File: src/rtl/imem_fetch_ctrl_pkg.sv
// Shared types and constants for the instruction fetch controller.
package imem_fetch_ctrl_pkg;

  localparam int unsigned XLEN = 32;

  localparam logic [XLEN-1:0] NOP            = 32'h0000_0000;
  localparam logic [XLEN-1:0] DEF_RESET_PC   = 32'h0000_0000;
  localparam logic [XLEN-1:0] DEF_EXC_VECTOR = 32'h8000_0008;
  localparam int unsigned     DEF_IMEM_WORDS = 256;

  typedef enum logic {
    RUN   = 1'b0,
    FAULT = 1'b1
  } state_t;

  // Fetch-to-decode output register payload
  typedef struct packed {
    logic            valid;
    logic            fault;
    logic [XLEN-1:0] pc;
    logic [XLEN-1:0] instr;
  } fetch_out_t;

  function automatic logic [XLEN-1:0] next_pc(input logic [XLEN-1:0] pc);
    return pc + XLEN'(4);
  endfunction

endpackage

File: src/rtl/imem_addr_check.sv
// Combinational alignment and range check of a fetch address.
module imem_addr_check
  import imem_fetch_ctrl_pkg::*;
#(
  parameter int unsigned IMEM_WORDS = DEF_IMEM_WORDS
) (
  input  logic [30:0] addr,
  output logic        fault_c
);

  // Wide compare so any IMEM_WORDS value fits without truncation
  localparam logic [32:0] WORDS = 33'(IMEM_WORDS);

  logic misaligned_c;
  logic out_of_range_c;

  assign misaligned_c   = (addr[1:0] != 2'b00);
  assign out_of_range_c = (33'(addr[30:2]) >= WORDS);
  assign fault_c        = misaligned_c | out_of_range_c;

endmodule

File: src/rtl/imem_fetch_ctrl.sv
// Instruction fetch controller: PC register, one-entry output register to
// decode, redirect/exception steering and a delivered-instruction counter.
module imem_fetch_ctrl
  import imem_fetch_ctrl_pkg::*;
#(
  parameter logic [31:0] RESET_PC   = DEF_RESET_PC,
  parameter logic [31:0] EXC_VECTOR = DEF_EXC_VECTOR,
  parameter int unsigned IMEM_WORDS = DEF_IMEM_WORDS
) (
  input  logic        clk,
  input  logic        reset,
  output logic [31:0] imem_addr,
  input  logic [31:0] imem_instr,
  input  logic        redirect_valid,
  input  logic [31:0] redirect_target,
  input  logic        exc_req,
  input  logic        id_ready,
  output logic        if_valid,
  output logic [31:0] if_pc,
  output logic [31:0] if_instr,
  output logic        if_fault,
  output logic [31:0] fetch_count
);

  state_t          state_q;
  logic [XLEN-1:0] pc_q;
  fetch_out_t      out_q;
  logic [31:0]     count_q;

  logic pc_fault_c;
  logic hold_c;
  logic deliver_c;

  imem_addr_check #(
    .IMEM_WORDS (IMEM_WORDS)
  ) u_addr_check (
    .addr    (pc_q[30:0]),
    .fault_c (pc_fault_c)
  );

  assign hold_c    = out_q.valid & ~id_ready;
  assign deliver_c = out_q.valid & id_ready & ~redirect_valid & ~exc_req;

  // Priority per edge: reset > exception > redirect > hold > sequential
  always_ff @(posedge clk) begin
    if (reset) begin
      state_q <= RUN;
      pc_q    <= RESET_PC;
      out_q   <= '0;
      count_q <= '0;
    end else begin
      if (deliver_c) begin
        count_q <= count_q + 32'd1;
      end

      if (exc_req) begin
        state_q     <= RUN;
        pc_q        <= EXC_VECTOR;
        out_q.valid <= 1'b0;
      end else if (redirect_valid) begin
        state_q     <= RUN;
        pc_q        <= redirect_target;
        out_q.valid <= 1'b0;
      end else if (!hold_c) begin
        if (state_q == FAULT) begin
          // Fault word accepted (or already gone); PC stays frozen
          out_q.valid <= 1'b0;
        end else if (pc_fault_c) begin
          out_q   <= '{valid: 1'b1, fault: 1'b1, pc: pc_q, instr: NOP};
          state_q <= FAULT;
        end else begin
          out_q <= '{valid: 1'b1, fault: 1'b0, pc: pc_q, instr: imem_instr};
          pc_q  <= next_pc(pc_q);
        end
      end
    end
  end

  assign imem_addr   = pc_q;
  assign if_valid    = out_q.valid;
  assign if_pc       = out_q.pc;
  assign if_instr    = out_q.instr;
  assign if_fault    = out_q.fault;
  assign fetch_count = count_q;

endmodule

File: config.mk
export PLATFORM = sky130hd
export DESIGN_NAME = imem_fetch_ctrl
export DESIGN_NICKNAME = d
export VERILOG_FILES = /design/src/rtl/imem_fetch_ctrl_pkg.sv /design/src/rtl/imem_addr_check.sv /design/src/rtl/imem_fetch_ctrl.sv
export SDC_FILE = /design/constraint.sdc
export NUM_CORES = 1
export LEC_CHECK = 0
export CAP_MARGIN = 20
export CELL_PAD_IN_SITES_DETAIL_PLACEMENT = 1
export CELL_PAD_IN_SITES_GLOBAL_PLACEMENT = 1
export CORE_MARGIN = 1
export CORE_UTILIZATION = 36
export CTS_BUF_LIST = sky130_fd_sc_hd__clkbuf_4
export DETAILED_ROUTE_END_ITERATION = 8
export GPL_ROUTABILITY_DRIVEN = 0
export PLACE_DENSITY_LB_ADDON = 0.15
export SYNTH_ARGS = -nofsm -noshare
export SYNTH_HDL_FRONTEND = slang
export SYNTH_SLANG_ARGS = --single-unit
File: constraint.sdc
create_clock -name clk -period 3.5 [get_ports clk]
set_input_delay 0.35 -clock clk [delete_from_list [all_inputs] [get_ports clk]]
set_output_delay 0.35 -clock clk [all_outputs]
set_load 0.02 [all_outputs]
==> results.toml, run 1 <==
[status]
outcome = "complete, but fails checks"
violations = "design-rule violations"

[worst_setup_path]
cpMaxStageDelayCell = "and4_1"
crit_fanout = 23
crit_required_ps = 3950
cpPeakStageDelay_ps = 820
worstReg2RegEnd = "if_instr[27]$_SDFFE_PP0P_"
r2r_setup_slack_ps = 960
worst_setup_path_start_kind = "flop"
critPathArrivalTime_ps = 2990
end_kind = "flop"
r2r_start = "imem_addr[24]$_SDFFE_PP0P_"
worstRegToRegCells = 5
crit_type = "reg -> reg"
path_cells = "nor4_1 -> and4_1 -> buf_4 -> nand4_1 -> a21oi_1"

[yosys]
seq_area_frac_synth = 0.4783
syn-num-nets = 717
syn-mean-instance-area_um2 = 8.500
ys_async_sr_fraction = 0
ys_ff_latch = 131
ys_warn_count = 0
syn_inst = 645
syn_area_mm2 = 0.005483
ys_types = 46
ys.flop_type = "dfxtp_1"
synth_edf_count = 0

[cells_and_area]
stdcell_area_mm2 = 0.007771
antenna_cells = 0
drive_above_1_share = 0.05797
area_growth_pct = 41.74
final_cell_mix = "clkdlybuf4s50_1, dfxtp_1, nand2_1"
nNetsFinal = 889
multi_input_area_mm2 = 0.002603
final_core_util = 0.5287
seq_area_mm2 = 0.002623
fillers = 1720
layout_commonest_cell = "clkdlybuf4s50_1"
stdcell_count = 1012

[cts]
cts_tree = "done"
hold_buffers = 0
root_buffer = "clkbuf_4"
clockBufferDepth = 2
cts_resized = 0
htree_levels = 4
path_clk_slew_ps = 100
cts.sinks = 131
clk_latency_ps = 540
cts_buffers = 17
cts_setup_buffers = 0

[drt]
final_antenna_net_count = 0
drc = 12
vias = 5456
routed_wirelength_um = 17320
drt_first_pass_iters = 7
wl_per_cell_um = 17.12
viasPerCell = 5.391
dr.first_iter.drc_count = 275

[grt]
track_usage = 0.2240
antenna_found_initial = 0
grt_max_degree = 67
grt_pass1_vias = 5702
grt_pass1_wl_um = 28230
overflow = 0

[timing]
tightest_slew_ps = 803.5
period_needed_ps = 2543
fin_skew_ps = 16.65
slew_violations = 0
hold_ws_ps = 275.5
fmax_ghz = 0.3932
fin_setup_tns_ps = 0
fin_crit_sh = 0.7266
rsz0062_at_grt = "no"
hold_viol = 0
finalWorstSetupSlack_ps = 957.1
setup-violations-final = 0
slew_headroom = 0.4643

[floorplan]
dieWidth_um = 125.4
fp.coreArea_mm2 = 0.01470
die_area_mm2 = 0.01573
dieHeight_um = 125.4
placementRows = 44
initial_core_util = 0.3730
ios = 199

[hold_path]
min_to = "if_valid$_SDFFE_PP0N_"
hold_depth = 2
hold_path_class = "in -> reg"
hp-start = "redirect_valid"

[power]
power.density_mw_per_mm2 = 371.1
power_mw = 2.884
p_leak_nw = 2.616
peakVddDrop_uv = 164.8

[job]
cap_violations = 0

[place]
portBuffers = 198
hpwl_um = 12260
numPlacedInstances = 982
placed_area_mm2 = 0.007528
preCtsSetupSlack_ps = 877.3
[worst max-delay path by stage]
stage	startpoint	to
CTS	imem_addr[24]$_SDFFE_PP0P_	if_instr[27]$_SDFFE_PP0P_
floorplan	fetch_count[4]$_SDFFE_PP0P_	fetch_count[28]$_SDFFE_PP0P_
finish	imem_addr[24]$_SDFFE_PP0P_	if_instr[27]$_SDFFE_PP0P_
global placement	id_ready	if_pc[11]$_SDFFE_PP0P_
detailed placement	id_ready	if_instr[27]$_SDFFE_PP0P_
global route	imem_addr[24]$_SDFFE_PP0P_	if_instr[27]$_SDFFE_PP0P_
[synth_stat cells (2+ instances only)]
cell      instances  share of area
dfxtp_1         131           0.48
nand2_1         105          0.072
a21oi_1          80          0.073
nor2_1           48          0.033
nand4_1          47          0.054
clkbuf_1         30          0.021
mux2i_1          23          0.042
buf_2            20          0.018
o21ai_0          14          0.013
nor4_1           13          0.015
and4_1           11          0.018
nor2b_1          11          0.013
nor3_1           10         0.0091
inv_1             9         0.0062
nand3_1           9         0.0082
or3_1             9          0.010
xor2_1            8          0.013
o31ai_1           7         0.0096
or4_1             7         0.0096
mux2_2            6          0.012
a211oi_1          4         0.0055
and2_1            4         0.0046
or2_2             4         0.0046
a31oi_1           3         0.0034
ha_1              3         0.0068
mux2_1            3         0.0062
nand2b_1          3         0.0034
a311oi_1          2         0.0032
nor4b_1           2         0.0032
o221ai_1          2         0.0032
o31a_1            2         0.0032
[report_power, final]
part           internal (mW)  switching (mW)  leakage (nW)
Clock                  0.423           0.522         0.138
Sequential              1.52          0.0288          1.06
Combinational          0.167           0.223          1.42
Total                   2.11           0.773          2.62
[worst max-delay path, delay by kind of cell, from the launching register on]
kind                   cells  cell delay [ps]
flip-flops                 1              360
AO/OA/AOI/OAI              1              210
AND/OR/NAND/NOR            3             1480
buffers and inverters      1              400
[registers in the layout, indices dropped and copies added, names as in the netlist, named ones only]
register	cells
fetch_count	32
if_instr	32
if_pc	32
imem_addr	30
if_fault	1
if_valid	1
state_q	1
[area by class of cell]
type                       instances  share of cell area
clock buffer                      20             0.01932
clock inverter                    10             0.01191
inverter                           9            0.004347
multi-input combinational        453              0.3349
sequential                       131              0.3375
tap                              184             0.02962
timing repair buffer             205              0.2624
[kinds of logic (layout without fill, tap and decap cells)]
group | after synthesis | in the layout | synth area share
AO/OA/AOI/OAI | 117 | 117 | 0.1187
adder cells (fa/ha/maj) | 3 | 3 | 0.006847
flip-flops | 131 | 131 | 0.4783
multiplexers | 32 | 32 | 0.06047
buffers and inverters | 61 | 244 | 0.04838
XOR/XNOR | 9 | 9 | 0.01438
AND/OR/NAND/NOR | 292 | 292 | 0.2729
[per-layer routing]
metal | routed length (um) | share of wire | vias up | global-route usage
met3 | 1226 | 0.071 | 18 | 0.08301
met2 | 8643 | 0.50 | 165 | 0.3950
met4 | 213 | 0.012 | 0 | 0.06743
met1 | 7240 | 0.42 | 2647 | 0.2508
li1 | - | - | 2626 | -
met5 | 0 | 0 | - | 0
(Power assumes the default switching activity.)
==> run 2, diff against run 1 <==
--- a/config.mk
+++ b/config.mk
@@ -9,7 +9,7 @@
 export CELL_PAD_IN_SITES_DETAIL_PLACEMENT = 1
 export CELL_PAD_IN_SITES_GLOBAL_PLACEMENT = 1
 export CORE_MARGIN = 1
-export CORE_UTILIZATION = 36
+export CORE_UTILIZATION = 30
 export CTS_BUF_LIST = sky130_fd_sc_hd__clkbuf_4
 export DETAILED_ROUTE_END_ITERATION = 8
 export GPL_ROUTABILITY_DRIVEN = 0
==> constraint.sdc (replaced) <==
create_clock -name clk -period 2.3 [get_ports clk]
set_input_delay 0.23 -clock clk [delete_from_list [all_inputs] [get_ports clk]]
set_output_delay 0.23 -clock clk [all_outputs]
set_load 0.02 [all_outputs]
==> run 2 against run 1 <==
  * Via count barely moved
  * The run now ends clean
  * Sequential share of layout area is 1.0 points lower
  * Combinational power is 64% higher
  * Die area increased by 20%
  * Critical path depth shrank 1
  * Final area rose by 3.1%
  * Final cell count rose by 6.0%
  * Non-clock buffer count grew 12
  * Power is 57% higher
  * First-iteration DRC count is 31% lower
  * Hold slack lost 210 ps
==> results.toml, run 2 (synthesized netlist as in run 1, its figures left out) <==
[status]
outcome = "finished clean"

[grt]
grt_pass1_wl_um = 28340
met1_usage = 0.2264
grt_util_met3 = 0.07506
met2_usage = 0.3213
grt_pass1_vias = 5606
overflow = 0
grt-busiest-layer = "met2"
grt_max_degree = 86
track_usage = 0.1937
antenna_found_initial = 1

[cts]
cts_resized = 0
root_buffer = "clkbuf_4"
cts_setup_buffers = 0
hold_buffers = 0
cts.sinks = 131
cts_tree = "done"
htree_levels = 4
path_clk_slew_ps = 110
clockBufferDepth = 2
clk_latency_ps = 540
cts_buffers = 17

[floorplan]
dieWidth_um = 137.2
fp.coreArea_mm2 = 0.01796
dieHeight_um = 137.2
die_area_mm2 = 0.01882
ios = 199
placementRows = 49
initial_core_util = 0.3052

[cells_and_area]
layout_commonest_cell = "clkdlybuf4s50_1"
final_core_util = 0.4461
drive_above_1_share = 0.07957
area_growth_pct = 46.14
nNetsFinal = 901
final_cell_mix = "clkdlybuf4s50_1, dfxtp_1, nand2_1"

[timing]
fin_skew_ps = 19.88
hold_viol = 0
slew_violations = 0
rsz0062_at_grt = "no"
setup-violations-final = 0
fin_crit_sh = 0.9110
fmax_ghz = 0.4772
tightest_slew_ps = 513.3
slew_headroom = 0.6570
fin_setup_tns_ps = 0
period_needed_ps = 2095

[worst_setup_path]
r2r_setup_slack_ps = 200
cpMaxStageDelayCell = "dfxtp_1"
path_cells = "and4_1 -> nand2_1 -> nor4_1 -> mux2_1"
cpPeakStageDelay_ps = 460
end_kind = "flop"
crit_fanout = 17
crit_required_ps = 2730
worst_setup_path_start_kind = "flop"
worstReg2RegEnd = "fetch_count[26]$_SDFFE_PP0P_"
r2r_start = "fetch_count[4]$_SDFFE_PP0P_"
crit_type = "reg -> reg"
path_buf_inv = 0
critPathArrivalTime_ps = 2520
crit_family = "simple AND/OR/NAND/NOR gates"
worstRegToRegCells = 4

[power]
p_leak_nw = 2.707
clkPwrFrac = 0.339
netSwitchingPower_mw = 1.254
p_int_mw = 3.283
seqPwrFrac = 0.519
peakVddDrop_uv = 259.7
power.density_mw_per_mm2 = 566.2
netSwitchingFraction = 0.2764
p_comb_frac = 0.141

[drt]
wl_per_cell_um = 16.86
vias = 5461
routed_wirelength_um = 18090
final_antenna_net_count = 0
dr.first_iter.drc_count = 191
drt_first_pass_iters = 4
drc = 0
viasPerCell = 5.089

[hold_path]
hold_path_class = "in -> reg"
hp-start = "reset"
min_to = "fetch_count[8]$_SDFFE_PP0P_"
hold_depth = 2

[place]
portBuffers = 198
hpwl_um = 12670

[job]
cap_violations = 0
[run 2: stage by stage]
step | cells | instance area (um2) | power [mW] | worst slack [ps] | hold WS, ps
detailed placement | 1039 | 7737 | 3.052 | 63.42 | 448.2
global route | 1072 | 8010 | 4.768 | 126.0 | 4.442
CTS | 1071 | 8008 | 4.608 | 226.2 | 22.71
global placement | 1039 | 7737 | 3.036 | 105.3 | 439.5
finish | 1073 | 8013 | 4.537 | 204.6 | 68.98
floorplan | 645 | 5483 | 2.709 | 424.5 | 350.5
[run 2: worst max-delay path by stage]
| stage | depth (start not counted) | slack [ps] | from | to |
|---|---|---|---|---|
| 3_5_place_dp | 6 | 60 | id_ready | fetch_count[26]$_SDFFE_PP0P_ |
| 2_1_floorplan | 6 | 420 | fetch_count[4]$_SDFFE_PP0P_ | fetch_count[28]$_SDFFE_PP0P_ |
| 3_3_place_gp | 6 | 110 | id_ready | fetch_count[28]$_SDFFE_PP0P_ |
| 4_1_cts | 4 | 230 | fetch_count[4]$_SDFFE_PP0P_ | fetch_count[26]$_SDFFE_PP0P_ |
| 6_report | 4 | 200 | fetch_count[4]$_SDFFE_PP0P_ | fetch_count[26]$_SDFFE_PP0P_ |
| 5_1_grt | 4 | 130 | fetch_count[4]$_SDFFE_PP0P_ | fetch_count[26]$_SDFFE_PP0P_ |
[run 2: final cells by class]
cell class,count,area [um2]
inverter,9,33.78
clock inverter,11,112.6
timing repair buffer,217,2192
fill,2121,9951
clock buffer,21,157.7
antenna,2,5.005
multi-input combinational,453,2603
sequential,131,2623
tap,229,286.5
[run 2: metal layers]
layer,vias up,part of all wire
li1,2659,-
met1,2628,0.43
met2,154,0.48
met3,20,0.077
met4,0,0.011
met5,-,0
[run 2: power groups by stage]
stage | clock network [mW] | logic, mW | registers (mW)
floorplan | 0 | 0.258 | 2.45
global placement | 0 | 0.629 | 2.41
detailed placement | 0 | 0.643 | 2.41
CTS | 1.60 | 0.646 | 2.36
global route | 1.71 | 0.688 | 2.37
finish | 1.54 | 0.640 | 2.36
==> run 3, diff against run 2 <==
--- a/config.mk
+++ b/config.mk
@@ -8,6 +8,7 @@
 export CAP_MARGIN = 20
 export CELL_PAD_IN_SITES_DETAIL_PLACEMENT = 1
 export CELL_PAD_IN_SITES_GLOBAL_PLACEMENT = 1
+export CORE_ASPECT_RATIO = 0.75
 export CORE_MARGIN = 1
 export CORE_UTILIZATION = 30
 export CTS_BUF_LIST = sky130_fd_sc_hd__clkbuf_4
==> run 3 against run 2 <==
  * Power up 0.12%
  * Non-clock buffer count is 1 lower
  * Register-to-register slack got worse by 30 ps
  * Die area is essentially flat
  * Setup slack worse by 31 ps
  * Combinational power is 0.6% lower
  * Final area about the same
  * Routed wire length is 2.3% higher
  * Flip-flop and latch count did not move
  * Critical endpoint is now imem_addr[5]$_SDFFE_PP0P_
  * Largest power group unchanged
==> results.toml, run 3 (synthesized netlist as in run 1, its figures left out) <==
[grt]
track_usage = 0.1976
grt_pass1_vias = 5445
overflow = 0
grt_max_degree = 47
grt_pass1_wl_um = 28940
antenna_found_initial = 0

[power]
peakVddDrop_uv = 266.2
p_comb_frac = 0.140
netSwitchingPower_mw = 1.297
power_mw = 4.542
p_int_mw = 3.246
netSwitchingFraction = 0.2855
power.density_mw_per_mm2 = 567.2
seqPwrFrac = 0.519
p_leak_nw = 2.690
clkPwrFrac = 0.341

[timing]
setup-violations-final = 0
fin_skew_ps = 19.21
period_needed_ps = 2126
rsz0062_at_grt = "no"
hold_ws_ps = 189.7
fin_crit_sh = 0.9244
tightest_slew_ps = 566.5
fmax_ghz = 0.4703
slew_violations = 0
hold_viol = 0
slew_headroom = 0.6223

[cts]
hold_buffers = 0
clockBufferDepth = 2
clk_latency_ps = 530
htree_levels = 4
cts_resized = 0
path_clk_slew_ps = 120
cts_setup_buffers = 0
root_buffer = "clkbuf_4"
cts.sinks = 131
cts_buffers = 17
cts_tree = "done"

[hold_path]
hold_path_class = "in -> reg"
hold_depth = 2

[drt]
final_antenna_net_count = 0
wl_met3_um = 1591
routed_wirelength_um = 18500
vias = 5401
wirelength_met1_um = 8424
dr.first_iter.drc_count = 272
viasPerCell = 4.987
maxUsedRoutingLayer = "met4"
drt_first_pass_iters = 4
wl_met2_um = 8363
wl_per_cell_um = 17.08
drc = 0

[cells_and_area]
antenna_cells = 0
fillers = 2115
layout_commonest_cell = "clkdlybuf4s50_1"
stdcell_area_mm2 = 0.008008
nNetsFinal = 900
area_growth_pct = 46.05
drive_above_1_share = 0.07729
final_cell_mix = "clkdlybuf4s50_1, dfxtp_1, nand2_1"

[floorplan]
dieWidth_um = 158.1
fp.coreArea_mm2 = 0.01776
dieHeight_um = 119.1
die_area_mm2 = 0.01883
placementRows = 42
initial_core_util = 0.3087
ios = 199

[worst_setup_path]
worstRegToRegCells = 4
end_kind = "flop"
crit_type = "reg -> reg"
critPathArrivalTime_ps = 2590
worst_setup_path_start_kind = "flop"
crit_fanout = 7
crit_required_ps = 2760

[job]
cap_violations = 0

[place]
portBuffers = 198
placed_area_mm2 = 0.007734
hpwl_um = 13000

[status]
outcome = "finished clean"
==> run 3: power by group through the flow <==
stage,Sequential [mW],Combinational (mW),Clock (mW)
final,2.36,0.636,1.55
after global routing,2.37,0.683,1.73
after CTS,2.36,0.642,1.62
after detailed placement,2.41,0.639,0
after global placement,2.41,0.627,0
after floorplan,2.45,0.258,0
==> run 3: final cells by class <==
| cell class | instances | area [um2] | share of cell area |
|---|---|---|---|
| clock buffer | 18 | 135.1 | 0.01688 |
| clock inverter | 14 | 138.9 | 0.01734 |
| inverter | 9 | 33.78 | 0.004219 |
| multi-input combinational | 453 | 2603 | 0.3250 |
| sequential | 131 | 2623 | 0.3275 |
| tap | 242 | 302.8 | 0.03781 |
| timing repair buffer | 216 | 2172 | 0.2712 |
==> run 3: worst max-delay path: stages (launching register included) <==
cell,delay (ps)
dfxtp_1,370
nor4_1,500
nand4_1,400
or4_1,600
a31oi_1,180
==> run 3: stage by stage <==
step / util / TNS, ps / std cells / setup slack, ps
finish: 0.4508 / 0 / 1083 / 173.9
global route: 0.4508 / 0 / 1083 / 69.08
global placement: 0.4354 / 0 / 1051 / 68.81
detailed placement: 0.4354 / -98.36 / 1051 / -98.15
CTS: 0.4508 / 0 / 1083 / 198.0
floorplan: - / 0 / 645 / 424.5
==> run 3: layer usage <==
layer  global-route usage  vias up
met5                    0        -
met1               0.2507     2571
met2               0.3106      165
li1                     -     2651
met3              0.08042       14
met4              0.04507        0
==> run 3: final timing paths <==
path                                            startpoint  slack [ps]                   endpoint
worst max register to register  imem_addr[24]$_SDFFE_PP0P_         170  imem_addr[5]$_SDFFE_PP0P_
worst min register to register    if_instr[2]$_SDFFE_PP0P_         460   if_instr[2]$_SDFFE_PP0P_
worst max-delay path            imem_addr[24]$_SDFFE_PP0P_         170  imem_addr[5]$_SDFFE_PP0P_
worst min-delay path                                 reset         190     if_pc[18]$_SDFFE_PP0P_
